## src/rtl/and_gate_vector_sequencer_pkg.sv

```systemverilog
// Shared definitions for the AND-gate vector sequencer: FSM state encoding,
// vector count and the {a,b} stimulus table.
package and_gate_vector_sequencer_pkg;

    typedef enum logic [1:0] {
        S_IDLE   = 2'd0,
        S_DRIVE  = 2'd1,
        S_SAMPLE = 2'd2,
        S_DONE   = 2'd3
    } seq_state_e;

    localparam int NUM_VEC = 9;
    localparam logic [3:0] LAST_IDX = 4'(NUM_VEC - 1);

    // Packed as {idx8 .. idx0}; each entry is {a,b}.
    localparam logic [NUM_VEC-1:0][1:0] VEC_TABLE = {
        2'b01, 2'b00, 2'b10, 2'b10, 2'b00, 2'b01, 2'b11, 2'b10, 2'b00
    };

    function automatic logic [1:0] vec_ab(input logic [3:0] idx);
        logic [1:0] r;
        r = 2'b00;
        for (int i = 0; i < NUM_VEC; i++) begin
            if (idx == 4'(i)) r = VEC_TABLE[i];
        end
        return r;
    endfunction

endpackage

```

## src/rtl/and_gate_vector_sequencer_hold_counter.sv

```systemverilog
// Dwell counter: counts from its start value toward MAX (up) or 0 (down)
// while enabled, stops there and flags terminal count.
module hold_counter #(
    parameter int MAX = 9,
    parameter bit UP  = 1'b1
) (
    input  logic clk,
    input  logic rst_n,
    input  logic clr,
    input  logic en,
    output logic tc
);
    localparam int W = (MAX > 0) ? $clog2(MAX + 1) : 1;
    localparam logic [W-1:0] CNT_START = UP ? '0 : W'(MAX);
    localparam logic [W-1:0] CNT_END   = UP ? W'(MAX) : '0;

    logic [W-1:0] cnt;

    always_ff @(posedge clk or negedge rst_n) begin
        if (!rst_n) begin
            cnt <= CNT_START;
        end else if (clr) begin
            cnt <= CNT_START;
        end else if (en && !tc) begin
            cnt <= UP ? cnt + 1'b1 : cnt - 1'b1;
        end
    end

    assign tc = (cnt == CNT_END);

endmodule

```

## src/rtl/and_gate_vector_sequencer.sv

```systemverilog
// Drives a 2-input AND gate through a fixed 9-vector table, samples the gate
// output after each dwell and reports a saturating error count plus pass flag.
module and_gate_vector_sequencer
    import and_gate_vector_sequencer_pkg::*;
#(
    parameter int HOLD_CYCLES = 10,
    parameter int NUM_PASSES  = 1,
    parameter int ERR_W       = 8
) (
    input  logic             clk,
    input  logic             rst_n,
    input  logic             start,
    output logic             a,
    output logic             b,
    input  logic             dut_out,
    output logic             busy,
    output logic             done,
    output logic             pass,
    output logic [ERR_W-1:0] err_count,
    output logic [3:0]       vec_idx
);
    localparam int PC_W = (NUM_PASSES > 1) ? $clog2(NUM_PASSES) : 1;
    localparam logic [PC_W-1:0] LAST_PASS = PC_W'(NUM_PASSES - 1);

    seq_state_e      state;
    logic [PC_W-1:0] pass_cnt;
    logic            hold_tc;

    // Counter is held clear outside DRIVE so each vector starts its dwell at 0.
    hold_counter #(
        .MAX (HOLD_CYCLES - 1),
        .UP  (1'b1)
    ) u_hold (
        .clk   (clk),
        .rst_n (rst_n),
        .clr   (state != S_DRIVE),
        .en    (state == S_DRIVE),
        .tc    (hold_tc)
    );

    always_ff @(posedge clk or negedge rst_n) begin
        if (!rst_n) begin
            state     <= S_IDLE;
            a         <= 1'b0;
            b         <= 1'b0;
            busy      <= 1'b0;
            done      <= 1'b0;
            pass      <= 1'b0;
            err_count <= '0;
            vec_idx   <= '0;
            pass_cnt  <= '0;
        end else begin
            done <= 1'b0;
            case (state)
                S_IDLE: begin
                    if (start) begin
                        state     <= S_DRIVE;
                        {a, b}    <= vec_ab(4'd0);
                        busy      <= 1'b1;
                        vec_idx   <= '0;
                        pass_cnt  <= '0;
                        err_count <= '0;
                        pass      <= 1'b0;
                    end
                end
                S_DRIVE: begin
                    if (hold_tc) state <= S_SAMPLE;
                end
                S_SAMPLE: begin
                    if ((dut_out != (a & b)) && (err_count != '1))
                        err_count <= err_count + 1'b1;
                    // a/b are updated on the same edge that leaves SAMPLE, so the
                    // next vector is already driven on the first DRIVE cycle.
                    if (vec_idx == LAST_IDX) begin
                        if (pass_cnt == LAST_PASS) begin
                            state <= S_DONE;
                            a     <= 1'b0;
                            b     <= 1'b0;
                            busy  <= 1'b0;
                        end else begin
                            state    <= S_DRIVE;
                            vec_idx  <= '0;
                            pass_cnt <= pass_cnt + 1'b1;
                            {a, b}   <= vec_ab(4'd0);
                        end
                    end else begin
                        state   <= S_DRIVE;
                        vec_idx <= vec_idx + 4'd1;
                        {a, b}  <= vec_ab(vec_idx + 4'd1);
                    end
                end
                S_DONE: begin
                    done  <= 1'b1;
                    pass  <= (err_count == '0);
                    a     <= 1'b0;
                    b     <= 1'b0;
                    busy  <= 1'b0;
                    state <= S_IDLE;
                end
                default: state <= S_IDLE;
            endcase
        end
    end

endmodule

```

## config.mk

```make
export PLATFORM = sky130hd
export DESIGN_NAME = and_gate_vector_sequencer
export DESIGN_NICKNAME = d
export VERILOG_FILES = /design/src/rtl/and_gate_vector_sequencer_pkg.sv /design/src/rtl/and_gate_vector_sequencer_hold_counter.sv /design/src/rtl/and_gate_vector_sequencer.sv
export SDC_FILE = /design/constraint.sdc
export NUM_CORES = 1
export LEC_CHECK = 0
export ABC_AREA = 1
export CORE_ASPECT_RATIO = 0.9
export CORE_MARGIN = 2
export CORE_UTILIZATION = 55
export CTS_CLUSTER_SIZE = 24
export DETAILED_ROUTE_END_ITERATION = 10
export GPL_TIMING_DRIVEN = 0
export PLACE_DENSITY_LB_ADDON = 0.05
export SLEW_MARGIN = 20
export SYNTH_ARGS = -nofsm -noshare
export SYNTH_HDL_FRONTEND = slang
export SYNTH_SLANG_ARGS = --single-unit
```

## constraint.sdc

```tcl
create_clock -name clk -period 3.3 [get_ports clk]
set_clock_uncertainty 0.2 [all_clocks]
set_input_delay 0.99 -clock clk [delete_from_list [all_inputs] [get_ports clk]]
set_output_delay 0.99 -clock clk [all_outputs]
set_load 0.01 [all_outputs]
```

Word level (Yosys, flattened, before mapping):

Cells that the tools add are included.

* add/subtract/negate cells: 4
* equality and inequality tests: 22
* mux-type cells: 36
* bitwise gates (word level): 1
* reductions and logical operators: 16

Operators by type and width (number)
* $mux 2: 12
* $mux 4: 5
* $eq 4x3->1 const B: 4
* $mux 8: 2
* $pmux 8 s2: 1
* $eq 4x4->1 const B: 3
* $ne 2x2->1 const B: 5
* $mux 1: 9
* $pmux 1 s3: 3
* $reduce_and 3->1: 3
* $add 4x1->4 const B: 2
* $add 8x1->8 const B: 1
* $eq 4x2->1 const B: 2
* $logic_not 8->1: 1
* $ne 8x8->1 const B: 1
* $pmux 2 s4: 1
* $pmux 4 s2: 1
* $reduce_and 2->1: 3
* $reduce_bool 2->1: 3
* $eq 2x2->1 const B: 2
* $eq 4x1->1 const B: 1
* $pmux 1 s2: 2
* $reduce_and 4->1: 1
* $ne 3x3->1 const B: 1
* 9 further kinds: 10

* flip-flop bits (word level): 24
* input port bits: 4
* output and inout port bits: 17
* logic and storage cells: 89

Longest topological paths before layout:

Gate-level depths: netlist of the first run.

* depth after elaboration: 12
* mapped depth: 8
* gate-level depth less buffers: 8

Hierarchy:

A second synthesis of the first run with hierarchy kept.

* cell total of the unflattened synthesis: 179
* area, all modules: 1372.6 µm²

Modules (own cells, without submodules)
* and_gate_vector_sequencer: instances 1, cells an instance 149, area an instance 1139.8 µm², seq. area each 475.5 µm²
* hold_counter: instances 1, cells an instance 30, area an instance 232.7 µm², seq. area each 100.1 µm²

Worst setup path after synthesis of the first run:

Ideal clock, no wire load.

* path type: input port to flip-flop
* from: input dut_out
* to: register err_count[3]
* setup time: 117 ps
* arrival: 1530 ps
* required time: 2983 ps
* setup slack: 1453 ps
* stages: 6
* buffers on the path: 0
* path through: a21oi_1 nor2_4 nand2_4 nand2_4 nand2_1 nand2_1

* cells in the longest elaborated chain, start to end: 4

Ends and longest elaborated chain
* start: declaration: line and_gate_vector_sequencer.sv:15 `input logic dut_out,`
* $ne 1x1->1: line and_gate_vector_sequencer.sv:70 `if ((dut_out != (a & b)) && (err_count != '1))`
* $logic_and 1x1->1: line and_gate_vector_sequencer.sv:70
* $ne 2x2->1 (no line)
* $reduce_and 3->1 (no line)
* end signal: assignment: line and_gate_vector_sequencer.sv:71 `err_count <= err_count + 1'b1;`
* end: declaration: line and_gate_vector_sequencer.sv:19 `output logic [ERR_W-1:0] err_count,`

Every way passes these cells.
A chain may end at the register's enable or synchronous reset.

Worst setup path after layout of the first run:

* from: register err_count[2]
* to: output err_count[2]

No word-level cell between the ends.

==> flow_summary.toml, run 1 <==
[run_status]
outcome = "completed"

[layout]
diodes = 0
final_core_util = 0.714
area.growth.synth_to_final_pct = 19.0
final_nets = 210
drive_gt1_frac = 0.0761
final_area_um2 = 1600
fin_cells = 224
final_cell_mix = "nand2_1 (47), nand3_1 (24), dfrtp_1 (23)"
final_common_cell = "nand2_1"

[placed_design]
io_buffers = 20
post_dp_cell_area_um2 = 1580
gp_routability_congestion = 0.832
dp_worst_setup_slack_ps = 852
hpwlAfterDp_um = 2180
dpl.cell_count = 220

[die]
rows = 16
start_util = 0.600
fp.dieH_um = 50.9
core-area_um2 = 2240
boundaryPins = 21
die-area_um2 = 2860
die_w_um = 56.2

[grt]
grt_pass1_vias = 1064
grt-ovfl-total = 0
antenna_found_initial = 0
grt_pass1_wl_um = 5050
grt_max_degree = 24
grt_usage = 0.224

[clock_network]
cts_setup_buffers = 0
root_buffer = "clkbuf_4"
cts.sinks = 23
numCtsBuffers = 3
cts-htree-levels = 1
clk_pin_slew_ps = 120
cts_hold_buf = 0
ctsResizeCount = 0
clockBufferDepth = 2
clock_latency_ps = 310
cts_tree = "built"

[synthesis]
yosysUniqueCellTypes = 23
avgSynthCellArea_um2 = 7.78
netlist_area_um2 = 1350
synth_nets = 185
yosysWarnings = 0
yosysTopAreaCell = "dfrtp_1"
syn_inst = 173
ys_seq_area_frac = 0.428
ys_seq_elements = 23
synth_top_area_frac = 0.428
synthTopCellsByArea = "dfrtp_1 (43%), nand2_1 (13%), nand3_1 (8.9%)"

[run]
maxCapViolCount = 0

[worst_setup_path]
startpoint_type = "flip-flop"
max_stage_delay_ps = 590
worst_setup_path_end_kind = "output pin"
path_cells = "clkdlybuf4s50_1"
slowest_stage = "clkdlybuf4s50_1"
r2r-start = "vec_idx[0]"
cp.arrival_ps = 1400
critPathKind = "flip-flop to output pin"
path_buf_inv = 1
cp.required_ps = 2110
crit_fanout = 7
crit_start = "err_count[2]"
critical_path.top_delay_family = "buffers and inverters"

[timing]
post-route-period-util = 0.785
rsz0062_at_grt = "false"
fmax_ghz = 0.386
whs_ps = 318
drv_slew = 0
final.setup.worst_slack_ps = 710
hold_viol = 0
setup-violations-final = 0
relSlewSlack = 0.669
finalCriticalPeriod_ps = 2590
tightest_slew_ps = 496
tns_ps = 0

[route]
wirelength_um = 2780
wire_per_inst_um = 12.4
drtAntennaViolNets = 0
drt_iter0_markers = 24
first_pass_iters = 4
drc = 0
viasPerCell = 5.34
vias = 1196

[power_and_ir_drop]
powerDensity_nw_per_um2 = 296
power_mw = 0.475
vdd_drop_max_mv = 0.380
power_leakage_nw = 0.759

[min_path]
hold_class = "flip-flop to flip-flop"
worstHoldStart = "busy"
-- where the power goes --
part | internal (mW) | leakage, nW | total [mW] | switching [mW]
combinational | 0.0230 | 0.458 | 0.0468 | 0.0238
clock | 0.0472 | 0.0150 | 0.129 | 0.0817
sequential | 0.288 | 0.286 | 0.299 | 0.0111
-- state kept, by name, summed over array words and instances, names as in the netlist --
name        count
pass            1
err_count       8
done            1
busy            1
state           2
a               1
vec_idx         4
b               1
u_hold.cnt      4
-- path summary, 6_finish.rpt --
path                                 to  slack, ps  cells after the start
min in group asynchronous             a        430                      1
setup / recovery           err_count[2]        710                      1
hold / removal                     busy        320                      2
hold reg to reg                    busy        320                      2
max in group asynchronous  err_count[5]       2140                      1
setup reg to reg             vec_idx[1]       1550                      7
-- metal layers --
metal	routed length, um	vias up	global-route usage
met5	0	-	0
met4	29	0	0.0476
met3	121	4	0.0582
met2	1340	31	0.353
met1	1290	553	0.315
li1	-	608	-
-- cells in the mapped netlist --
cell type	instances
nand2_1	47
nand3_1	24
dfrtp_1	23
inv_1	20
nor2_1	17
ha_1	8
o21ai_0	6
a21oi_1	4
o22ai_1	4
xnor2_1	3
nand2_4	2
nand4_1	2
nor2_4	2
xor2_1	2
buf_4	1
inv_2	1
nand2_2	1
nand3_2	1
nor2_2	1
nor3_1	1
o21ai_1	1
o21ai_2	1
or2_2	1
-- area by class of cell --
cell class	instances	area [um2]
timing repair buffer	20	195
multi-input combinational	128	684
clock buffer	4	26.3
tap	27	33.8
inverter	21	78.8
fill	181	641
sequential	23	576
buffer	1	7.51
-- logic make-up after synthesis --
logic type | synth area share
and+or+nand+nor | 0.336
DFF | 0.428
buffers and inverters | 0.0641
AOI/OAI and AO/OA | 0.0660
adders and majority gates | 0.0744
xor gates and xnor gates | 0.0325
-- tightest hold or removal path, stage by stage, from the launching register on --
cell     delay, ps
dfrtp_1        360
o22ai_1         80
inv_1           50
No activity file was read; power rests on OpenSTA's default activity.
==> run 2, diff against run 1 <==
Settings changed: CORE_UTILIZATION 55 to 53.
Clock period 3.3 ns to 2.5 ns, I/O delays scaled along.
==> run 2 against run 1 <==
Clock power rose by 31%. Sequential cell count stayed put. Critical path type unchanged. Sequential power grew 31%. Power rose by 31%. Cell area about the same. Via count increased by 1.0%. Utilization is 5.3 points lower. Register-to-register slack lost 820 ps. Global-route usage up 0.47 points. Highest routed layer unchanged. Largest power group unchanged.
==> flow_summary.toml, run 2 (synthesized netlist as in run 1, its figures left out) <==
[run_status]
outcome = "completed"

[timing]
hold_viol = 0
finalCriticalPeriod_ps = 2350
setup-violations-final = 0
tns_ps = 0
relSlewSlack = 0.665
fmax_ghz = 0.426
drv_slew = 0
tightest_slew_ps = 503
rsz0062_at_grt = "false"
post-route-period-util = 0.939

[grt]
grt_pass1_wl_um = 5200
grt.busiest_layer = "met2"
grt_pass1_vias = 1204
met3_usage = 0.0522
met1_usage = 0.285
antenna_found_initial = 0
grt_max_degree = 24
grt-ovfl-total = 0
use_met2 = 0.379
grt_usage = 0.229

[worst_setup_path]
r2r-start = "vec_idx[0]"
max_stage_delay_ps = 610
crit_start = "err_count[6]"
slowest_stage = "clkdlybuf4s50_1"
critical_path.top_delay_family = "buffers and inverters"
path_cells = "clkdlybuf4s50_1"
critPathKind = "flip-flop to output pin"
cp.arrival_ps = 1400
worst_setup_path_end_kind = "output pin"
cp.required_ps = 1550
crit_fanout = 7
path_buf_inv = 1
startpoint_type = "flip-flop"

[layout]
largest-register = "err_count"
area.growth.synth_to_final_pct = 19.1
final_nets = 210
final_common_cell = "nand2_1"
largest_reg_flops = 8
top_regs = "err_count: 8 flops, u_hold.cnt: 4 flops, vec_idx: 4 flops"
diodes = 0
drive_gt1_frac = 0.0761
final_cell_mix = "nand2_1 (47), nand3_1 (24), dfrtp_1 (23)"
final_area_um2 = 1600
final_core_util = 0.661

[placed_design]
hpwlAfterDp_um = 2180
io_buffers = 20
post_dp_cell_area_um2 = 1580
gp_routability_congestion = 0.809

[power_and_ir_drop]
power_leakage_nw = 0.759
powerDensity_nw_per_um2 = 389
vdd_drop_max_mv = 0.445
power_mw = 0.624

[min_path]
hold_class = "input port to async pin"

[route]
viasPerCell = 5.37
first_pass_iters = 4
drtAntennaViolNets = 0
wirelength_um = 2890
wire_per_inst_um = 12.8
vias = 1208
drc = 0
drt_iter0_markers = 63

[die]
boundaryPins = 21
rows = 17
fp.dieH_um = 51.8
start_util = 0.555
core-area_um2 = 2420
die_w_um = 57.1
die-area_um2 = 2960

[clock_network]
cts_tree = "built"
root_buffer = "clkbuf_4"
cts.sinks = 23
ctsResizeCount = 0
cts_hold_buf = 0
clock_latency_ps = 320
cts-htree-levels = 1
clockBufferDepth = 2
cts_setup_buffers = 0
numCtsBuffers = 3
clk_pin_slew_ps = 120

[run]
maxCapViolCount = 0
## run 2: cell counts in the layout (fill, tap and decap cells not counted)
No cell type changed its count.
## run 2: cell type report
| type | count | area (um2) |
|---|---|---|
| Inverter | 21 | 78.8 |
| Sequential cell | 23 | 576 |
| Timing Repair Buffer | 20 | 195 |
| Fill cell | 213 | 822 |
| Clock buffer | 4 | 26.3 |
| Buffer | 1 | 7.51 |
| Multi-Input combinational cell | 128 | 684 |
| Tap cell | 28 | 35.0 |
## run 2: where the power goes
group          internal [mW]  leakage [nW]  switching (mW)  total [mW]
sequential             0.380         0.286          0.0136       0.393
clock                 0.0625        0.0150           0.106       0.169
combinational         0.0304         0.458          0.0311      0.0615
total                  0.473         0.759           0.151       0.624
## run 2: worst paths after layout
path / cells after the start / slack (ps) / end
max: 1 / 150 / err_count[6]
min: 1 / 180 / u_hold.cnt[2]
max reg2reg: 7 / 730 / vec_idx[1]
min reg2reg: 2 / 310 / busy
max in group asynchronous: 1 / 1570 / vec_idx[1]
min in group clk: 2 / 310 / busy
## run 2: metrics by stage
stage / cells / hold slack, ps / worst slack (ps)
6_report: 225 / 177 / 154
5_1_grt: 225 / 215 / 75.3
4_1_cts: 225 / 322 / 142
3_5_place_dp: 221 / 294 / 274
3_3_place_gp: 221 / 290 / 311
2_1_floorplan: 173 / 254 / 893
## run 2: layer usage
layer,part of all wire,wire length [um]
met5,0,0
met4,0.024,70
met3,0.045,131
met2,0.48,1380
met1,0.45,1310
